--- src/rtl/vertex_xform_ctrl.sv ---
// Sequencer for the 4x4 vertex transform datapath: double-buffered matrix,
// credit-checked vertex issue and a first-word-fall-through result FIFO.
module vertex_xform_ctrl #(
  parameter int unsigned LAT        = 2,
  parameter int unsigned FIFO_DEPTH = 4,
  parameter int unsigned CW         = 3
) (
  input  logic         clk,
  input  logic         reset_n,
  input  logic         cfg_wr,
  input  logic [3:0]   cfg_addr,
  input  logic [31:0]  cfg_data,
  input  logic         cfg_commit,
  output logic         cfg_done,
  input  logic         in_valid,
  output logic         in_ready,
  input  logic [31:0]  in_x,
  input  logic [31:0]  in_y,
  input  logic [31:0]  in_z,
  output logic         dp_issue,
  output logic [31:0]  dp_x,
  output logic [31:0]  dp_y,
  output logic [31:0]  dp_z,
  output logic [511:0] dp_matrix,
  input  logic         dp_res_valid,
  input  logic [31:0]  dp_x_out,
  input  logic [31:0]  dp_y_out,
  output logic         out_valid,
  input  logic         out_ready,
  output logic [31:0]  out_x,
  output logic [31:0]  out_y,
  output logic         busy,
  output logic [15:0]  vtx_count
);

  localparam int unsigned AW = $clog2(FIFO_DEPTH);
  localparam logic [CW:0]   DEPTH_W  = (CW+1)'(FIFO_DEPTH);
  localparam logic [CW-1:0] FULL_CNT = CW'(FIFO_DEPTH);

  typedef enum logic [1:0] {RUN, DRAIN, SWAP} state_e;

  state_e         state_q, state_d;
  logic           commit_pend_q, commit_pend_d;
  logic [31:0]    shadow_q [16];
  logic [31:0]    shadow_d [16];
  logic [31:0]    active_q [16];
  logic [31:0]    active_d [16];
  logic           issue_q, issue_d;
  logic [31:0]    dp_x_q, dp_x_d, dp_y_q, dp_y_d, dp_z_q, dp_z_d;
  logic [CW-1:0]  inflight_q, inflight_d;
  logic [CW-1:0]  fifo_cnt_q, fifo_cnt_d;
  logic [AW-1:0]  wr_ptr_q, wr_ptr_d, rd_ptr_q, rd_ptr_d;
  logic [15:0]    vtx_q, vtx_d;
  logic [31:0]    fifo_x_q [FIFO_DEPTH];
  logic [31:0]    fifo_y_q [FIFO_DEPTH];

  logic           accept, push, pop;
  logic [CW:0]    occ;

  always_comb begin
    out_valid = (fifo_cnt_q != '0);
    pop       = out_valid & out_ready;
    push      = dp_res_valid & (inflight_q != '0);
    // The issue register holds a vertex not yet counted in flight; a pop this
    // cycle frees a slot early so back-to-back streaming is sustained.
    occ       = {1'b0, inflight_q} + {1'b0, fifo_cnt_q} + (CW+1)'(issue_q) - (CW+1)'(pop);
    in_ready  = reset_n & (state_q == RUN) & ~commit_pend_q & (occ < DEPTH_W);
    accept    = in_valid & in_ready;
  end

  always_comb begin
    state_d       = state_q;
    commit_pend_d = commit_pend_q | cfg_commit;
    cfg_done      = 1'b0;
    unique case (state_q)
      RUN:   if (commit_pend_q) state_d = DRAIN;
      DRAIN: if (inflight_q == '0 && !issue_q) state_d = SWAP;
      SWAP: begin
        state_d       = RUN;
        commit_pend_d = 1'b0;
        cfg_done      = 1'b1;
      end
      default: state_d = RUN;
    endcase
  end

  always_comb begin
    shadow_d = shadow_q;
    active_d = active_q;
    if (cfg_wr) shadow_d[cfg_addr] = cfg_data;
    if (state_q == SWAP) active_d = shadow_q;
  end

  always_comb begin
    issue_d    = accept;
    dp_x_d     = accept ? in_x : dp_x_q;
    dp_y_d     = accept ? in_y : dp_y_q;
    dp_z_d     = accept ? in_z : dp_z_q;
    inflight_d = inflight_q + CW'(issue_q) - CW'(push);
    fifo_cnt_d = fifo_cnt_q + CW'(push) - CW'(pop);
    wr_ptr_d   = wr_ptr_q + AW'(push);
    rd_ptr_d   = rd_ptr_q + AW'(pop);
    vtx_d      = vtx_q + 16'(pop);
  end

  always_ff @(posedge clk or negedge reset_n) begin
    if (!reset_n) begin
      state_q       <= RUN;
      commit_pend_q <= 1'b0;
      issue_q       <= 1'b0;
      dp_x_q        <= '0;
      dp_y_q        <= '0;
      dp_z_q        <= '0;
      inflight_q    <= '0;
      fifo_cnt_q    <= '0;
      wr_ptr_q      <= '0;
      rd_ptr_q      <= '0;
      vtx_q         <= '0;
      for (int unsigned i = 0; i < 16; i++) begin
        shadow_q[i] <= (i % 5 == 0) ? 32'd1 : '0;
        active_q[i] <= (i % 5 == 0) ? 32'd1 : '0;
      end
    end else begin
      state_q       <= state_d;
      commit_pend_q <= commit_pend_d;
      issue_q       <= issue_d;
      dp_x_q        <= dp_x_d;
      dp_y_q        <= dp_y_d;
      dp_z_q        <= dp_z_d;
      inflight_q    <= inflight_d;
      fifo_cnt_q    <= fifo_cnt_d;
      wr_ptr_q      <= wr_ptr_d;
      rd_ptr_q      <= rd_ptr_d;
      vtx_q         <= vtx_d;
      shadow_q      <= shadow_d;
      active_q      <= active_d;
    end
  end

  always_ff @(posedge clk) begin
    if (push) begin
      fifo_x_q[wr_ptr_q] <= dp_x_out;
      fifo_y_q[wr_ptr_q] <= dp_y_out;
    end
  end

  always_comb begin
    dp_matrix = '0;
    for (int unsigned i = 0; i < 16; i++) dp_matrix[32*i +: 32] = active_q[i];
  end

  assign dp_issue  = issue_q;
  assign dp_x      = dp_x_q;
  assign dp_y      = dp_y_q;
  assign dp_z      = dp_z_q;
  assign out_x     = fifo_x_q[rd_ptr_q];
  assign out_y     = fifo_y_q[rd_ptr_q];
  assign vtx_count = vtx_q;
  assign busy      = (inflight_q != '0) | out_valid | issue_q | (state_q != RUN);

  a_no_overflow: assert property (@(posedge clk) disable iff (!reset_n)
    !(push && fifo_cnt_q == FULL_CNT && !pop));
  a_inflight_bound: assert property (@(posedge clk) disable iff (!reset_n)
    inflight_q <= CW'(LAT));

endmodule

--- config.mk ---
export PLATFORM = sky130hd
export DESIGN_NAME = vertex_xform_ctrl
export DESIGN_NICKNAME = d
export VERILOG_FILES = /design/src/rtl/vertex_xform_ctrl.sv
export SDC_FILE = /design/constraint.sdc
export NUM_CORES = 2
export LEC_CHECK = 0
export ABC_CLOCK_PERIOD_IN_PS = 13600
export BUFFER_PORTS_ARGS = -buffer_cell sky130_fd_sc_hd__buf_2
export CAP_MARGIN = 30
export CORE_AREA = 2 2 346 348
export CTS_CLUSTER_SIZE = 30
export DETAILED_ROUTE_END_ITERATION = 8
export DIE_AREA = 0 0 348 350
export PLACE_DENSITY = 0.66
export SYNTH_ARGS = -nofsm -noshare
export SYNTH_HDL_FRONTEND = slang
export SYNTH_SLANG_ARGS = --single-unit
--- constraint.sdc ---
create_clock -name clk -period 13.6 [get_ports clk]
set_clock_uncertainty 0.05 [all_clocks]
set_input_delay 0.68 -clock clk [delete_from_list [all_inputs] [get_ports clk]]
set_output_delay 0.68 -clock clk [all_outputs]
set_load 0.01 [all_outputs]
=== Word-level counts from Yosys, hierarchy flattened ===
Memory sizes are Yosys's and may differ from the RTL's.
Cells that the tools add are included.

* Register bits: 1150
* RAM bits: 256
* Output and inout port bits: 693
* Memories: 2
* Bits of input ports: 203
* Word-level logic and storage cells: 93

{| class="wikitable"
|+ Memory list
! name !! words !! width !! rd ports !! clocked after memory_dff !! wr ports !! RTL line !! text
|-
| fifo_x_q || 4 || 32 || 1 || 0 || 1 || 54 || <nowiki>logic [31:0] fifo_x_q [FIFO_DEPTH];</nowiki>
|-
| fifo_y_q || 4 || 32 || 1 || 0 || 1 || 55 || <nowiki>logic [31:0] fifo_y_q [FIFO_DEPTH];</nowiki>
|}

* $add $sub $neg: 10
* Reductions and logical operators: 9
* Bitwise logic cells: 12
* $lt $le $gt $ge: 3
* Mux-type cells: 10
* Equality and inequality tests: 4

{| class="wikitable"
|+ Operators with widths
! cell !! count
|-
| bitwise mux 512 bit || 1
|-
| demux 32 bit (select 4 bit) || 1
|-
| two-way mux 32 bit || 1
|-
| adder 16 x 1 -> 16 bit || 1
|-
| adder 3 x 1 -> 3 bit || 2
|-
| bitwise AND 1 bit || 6
|-
| nonzero test 3 bit || 2
|-
| subtractor 3 x 1 -> 3 bit || 2
|-
| >= comparator 5 bit, second input constant || 1
|-
| < comparator 5 x 1 -> 1 bit, second input constant || 1
|-
| inverter 4 -> 5 bit || 1
|-
| adder 2 x 1 -> 2 bit || 2
|-
| adder 3 x 3 -> 4 bit || 1
|-
| adder 4 x 1 -> 4 bit || 1
|-
| < comparator 4 x 3 -> 1 bit, second input constant || 1
|-
| two-way mux 1 bit || 4
|-
| two-way mux 2 bit || 2
|-
| != test 2 bit, second input constant || 2
|-
| bitwise OR 1 bit || 4
|-
| case mux 2 bit (2 select lines) || 1
|-
| subtractor 4 x 1 -> 4 bit || 1
|-
| zero test 3 bit || 1
|-
| == test 2 x 1 -> 1 bit, second input constant || 1
|-
| == test 2 bit, second input constant || 1
|-
| other kinds (6) || 7
|}

=== Longest topological paths before layout ===
* Depth after elaboration: 6
* Depth in mapped cells: 12
* Depth with buffers taken out: 9

=== Worst setup path before layout ===
Ideal clock, no wire load.

* Path type: input to register
* Start: in dp_res_valid
* End: mem fifo_x_q[0][0], enable pin
* Data required time: 12972 ps
* Arrival: 5651 ps
* Path buffers: 0
* Setup slack: 7321 ps
* Stages: 2
* Cells stage by stage: o31a_1 nor3b_1

* Word-level cells in the longest chain between the ends: 3

{| class="wikitable"
|+ Ends and longest elaborated chain
! element !! RTL line !! text
|-
| start, declared || 25 || <nowiki>input logic dp_res_valid,</nowiki>
|-
| bitwise AND 1 bit || 63 || <nowiki>push = dp_res_valid & (inflight_q != '0);</nowiki>
|-
| two-way mux 1 bit || 141 || <nowiki>if (push) begin</nowiki>
|-
| two-way mux 1 bit (not written as such) || 142 || <nowiki>fifo_x_q[wr_ptr_q] <= dp_x_out;</nowiki>
|-
| end, declared || 54 ||
|}

Every way passes these cells.

=== Final worst setup path ===
* Start: reg state_q[0]
* End: reg active_q, in the netlist dp_matrix[8]

* Word-level cells in the longest chain between the ends: 1

{| class="wikitable"
|+ Ends and longest elaborated chain
! element !! RTL line !! text
|-
| start, declared || 42 || <nowiki>state_e state_q, state_d;</nowiki>
|-
| start signal, assigned || 124 || <nowiki>state_q <= state_d;</nowiki>
|-
| == test 2 bit || 91 || <nowiki>if (state_q == SWAP) active_d = shadow_q;</nowiki>
|-
| end signal, assigned by index || 121 || <nowiki>active_q[i] <= (i % 5 == 0) ? 32'd1 : '0;</nowiki>
|-
| end signal, assigned || 136 || <nowiki>active_q <= active_d;</nowiki>
|-
| end, declared || 46 || <nowiki>logic [31:0] active_q [16];</nowiki>
|}

Every way passes these cells.
A chain may end at the register's enable or synchronous reset.

==> flow_summary.yaml <==
routing:
  totalWireLength_um: 145000
  dr.pass1.iters: 5
  vias: 33463
  wl_per_cell_um: 22.4
  drt-vias-per-instance: 5.15
  drcViolationCount: 0
  drt-initial-drc-count: 2919
  ant_nets: 0
global_routing:
  grt_start_max_net_pins: 174
  overflow: 0
  antenna_found_initial: 29
  grt_pass1_wl_um: 216000
  grt_usage_pct: 23.6
  first_global_vias: 33341
worst_setup_path:
  r2r-end: "dp_matrix[8]"
  ff2ff_setup_slack_ns: 9.05
  critPathCapture: "dp_matrix[8]"
  r2r-start: "state_q[0]"
  worstSetupPathType: "reg -> reg"
  critical_path_required_ns: 14.21
  start_kind: "flip-flop"
  cp_data_arrival_time_ns: 5.16
  reg2reg_depth: 7
  startpoint: "state_q[0]"
  critPathCaptureType: "flip-flop"
  path_max_fanout: 103
worst_hold_path:
  hold-path-cell-count: 1
  min_path_type: "in -> reg"
yosys:
  syn-cell-area_sq_um: 52500
  async_reset_ff_share_pct: 81.8
  syn_inst: 3972
  syn_area_per_cell_sq_um: 13.2
  ys_seq_area_share_pct: 69.5
  synthTopCellsByArea: "dfrtp_1 (54%), edfxtp_1 (15%), mux2_2 (12%), nand2_1 (11%), mux4_2 (2.7%)"
  syn-num-nets: 4187
  ys.flop_type: "dfrtp_1"
  synth_top_area_cell: "dfrtp_1"
  synth-edff-count: 256
  ys_types: 40
  ys_ff_latch: 1406
  yosys_warnings: 0
  synth_top_area_share_pct: 54.5
clocking:
  cts_resized: 0
  cts_tree: "built"
  clk_pin_slew_worst_paths_ns: 0.06
  clockBufferDepth: 3
  worst_skew_pair.late_latency_ns: 0.74
  cts-root-buf: "clkbuf_16"
  postCtsSetupRepairBufs: 0
  cts.sinks: 1406
  cts-buffers-inserted: 147
  hold_buffers: 1
  htreeDepth: 4
floorplanning:
  start_util_pct: 44.5
  coreArea_sq_um: 118000
  die_y_um: 350
  die_w_um: 348
  num_rows: 126
  dieArea_sq_um: 122000
  boundaryPins: 896
timing:
  setup_viol: 0
  period_share_pct: 33.5
  final_max_slew_viol_count: 0
  tightestPinTransition_ns: 1.02
  rsz0062_at_grt: "no"
  finalHoldViolCount: 0
  tns_ns: 0
  fin_crit_ns: 4.55
  max_freq_mhz: 220
  relSlewSlack_pct: 31.9
run_status:
  status: "finished clean"
place:
  gp_congestion: 0.817
  dp.cells: 6221
  port-buffer-count: 895
  dp_hpwl_um: 93700
finish:
  area_growth_syn_to_layout_pct: 21.1
  fin_nets: 5056
  final_cell_count_no_fill: 6498
  drive_gt1_share_pct: 37.7
power_and_ir_drop:
  vdd_ir_drop_max_mv: 0.112
  p_per_area_nw_per_um2: 203
  p_leak_nw: 31.9
run:
  cap_viol_max_count: 0
-- layer usage --
layer | track usage (%) | wire length (um) | share of wire (%)
met1 | 33.5 | 63400 | 44
met2 | 36.7 | 67900 | 47
met3 | 4.23 | 8990 | 6.2
met4 | 8.49 | 4920 | 3.4
met5 | 0 | 57 | 0.039
-- critical path, stage by stage (launching register included) --
cell and delay, ns:
dfrtp_1 0.42, nand2b_4 0.39, inv_8 0.59, buf_4 0.75, buf_4 0.88, buf_4 0.87, nand2_1 0.13, nand2_1 0.10
-- worst min-delay path by stage --
stage | from | to | slack [ns]
final | dp_y_out[21] | fifo_y_q[2][21] | 0.11
after floorplan | reset_n | commit_pend_q | 0.33
after detailed placement | shadow_q[320] | dp_matrix[160] | 0.40
after global placement | shadow_q[480] | dp_matrix[0] | 0.39
after global routing | dp_y_out[24] | fifo_y_q[0][24] | 0.06
after CTS | dp_y_out[20] | fifo_y_q[1][20] | 0.04
-- area by class of cell --
| cell class | instances | area (sq um) |
|---|---|---|
| fillers | 10004 | 54200 |
| clock buffers | 228 | 4430 |
| clock inverters | 39 | 450 |
| inverters | 15 | 63.8 |
| multi-input cells | 2326 | 15100 |
| flip-flops and latches | 1406 | 36500 |
| well taps | 1536 | 1920 |
| repair buffers | 945 | 5100 |
| diodes | 3 | 7.51 |
-- stage by stage --
stage | worst slack, ns | hold slack [ns] | utilization (%) | cell area [sq um] | total power, W
final | 9.05 | 0.108 | 54.0 | 63600 | 0.0129
after global routing | 8.76 | 0.0555 | 54.0 | 63600 | 0.0135
after CTS | 9.12 | 0.0419 | 53.8 | 63400 | 0.0130
after detailed placement | 9.13 | 0.395 | 49.7 | 58500 | 0.00896
after global placement | 9.22 | 0.387 | 49.6 | 58400 | 0.00887
after floorplan | 7.32 | 0.334 | - | 52500 | 0.00752
-- cells in the final DEF (no fill, tap or decap), types with 5 or more instances in the layout --
cell type	instances
mux2_1	8
nor2_4	10
inv_6	7
nand2_1	1547
inv_1	14
buf_4	34
edfxtp_1	256
clkbuf_1	39
dfrtp_1	1140
buf_2	894
mux4_2	64
buf_16	6
xor2_1	10
xnor2_1	13
clkbuf_16	149
dfstp_2	8
nor2_1	12
mux2_2	571
mux2_4	29
ha_1	10
clkbuf_8	40
nand3_1	8
buf_12	9
clkinv_2	14
inv_16	5
-- power by group --
part	internal [W]	leakage, nW	switching, W	total, W
Clock	0.00232	2.39	0.00169	0.00401
Combinational	0.00125	12.4	0.00158	0.00283
Sequential	0.00537	17.1	0.000684	0.00606
Total	0.00894	31.9	0.00395	0.0129
-- cells in the mapped netlist, types with 2 or more instances --
library cell  instances
a21oi_1               2
and3_1                4
and3b_1               2
buf_1                31
buf_2                45
buf_6                 5
clkbuf_1            144
dfrtp_1            1142
dfstp_2               8
edfxtp_1            256
fa_1                  2
ha_1                 10
inv_1                14
mux2_1                8
mux2_2              571
mux2_4               29
mux4_2               64
nand2_1            1548
nand2b_1              4
nand3_1               8
nand3b_1              3
nand4_1               2
nor2_1               22
nor3_1                2
nor3b_1               3
o31a_1                2
or2_2                 2
or3_1                 5
or4_1                 2
xnor2_1              13
xor2_1               10
-- state kept, by name (all words and copies together) (netlist names), 2 cells and up --
name / count
dp_matrix: 512
shadow_q: 512
fifo_x_q: 128
fifo_y_q: 128
dp_x: 32
dp_y: 32
dp_z: 32
vtx_count: 16
fifo_cnt_q: 3
inflight_q: 3
rd_ptr_q: 2
state_q: 2
wr_ptr_q: 2
-- logic make-up (layout without fill, tap and decap cells) --
group	count (synthesis)	after routing	share of synthesized area (%)
adders and majority gates	12	12	0.315
AOI/OAI and AO/OA	6	6	0.0954
buffers and inverters	240	1227	1.90
DFF	1406	1406	69.5
and+or+nand+nor	1612	1612	11.8
xor gates and xnor gates	23	23	0.384
muxes	673	673	16.0
other	0	3	0
(Power assumes the default switching activity.)
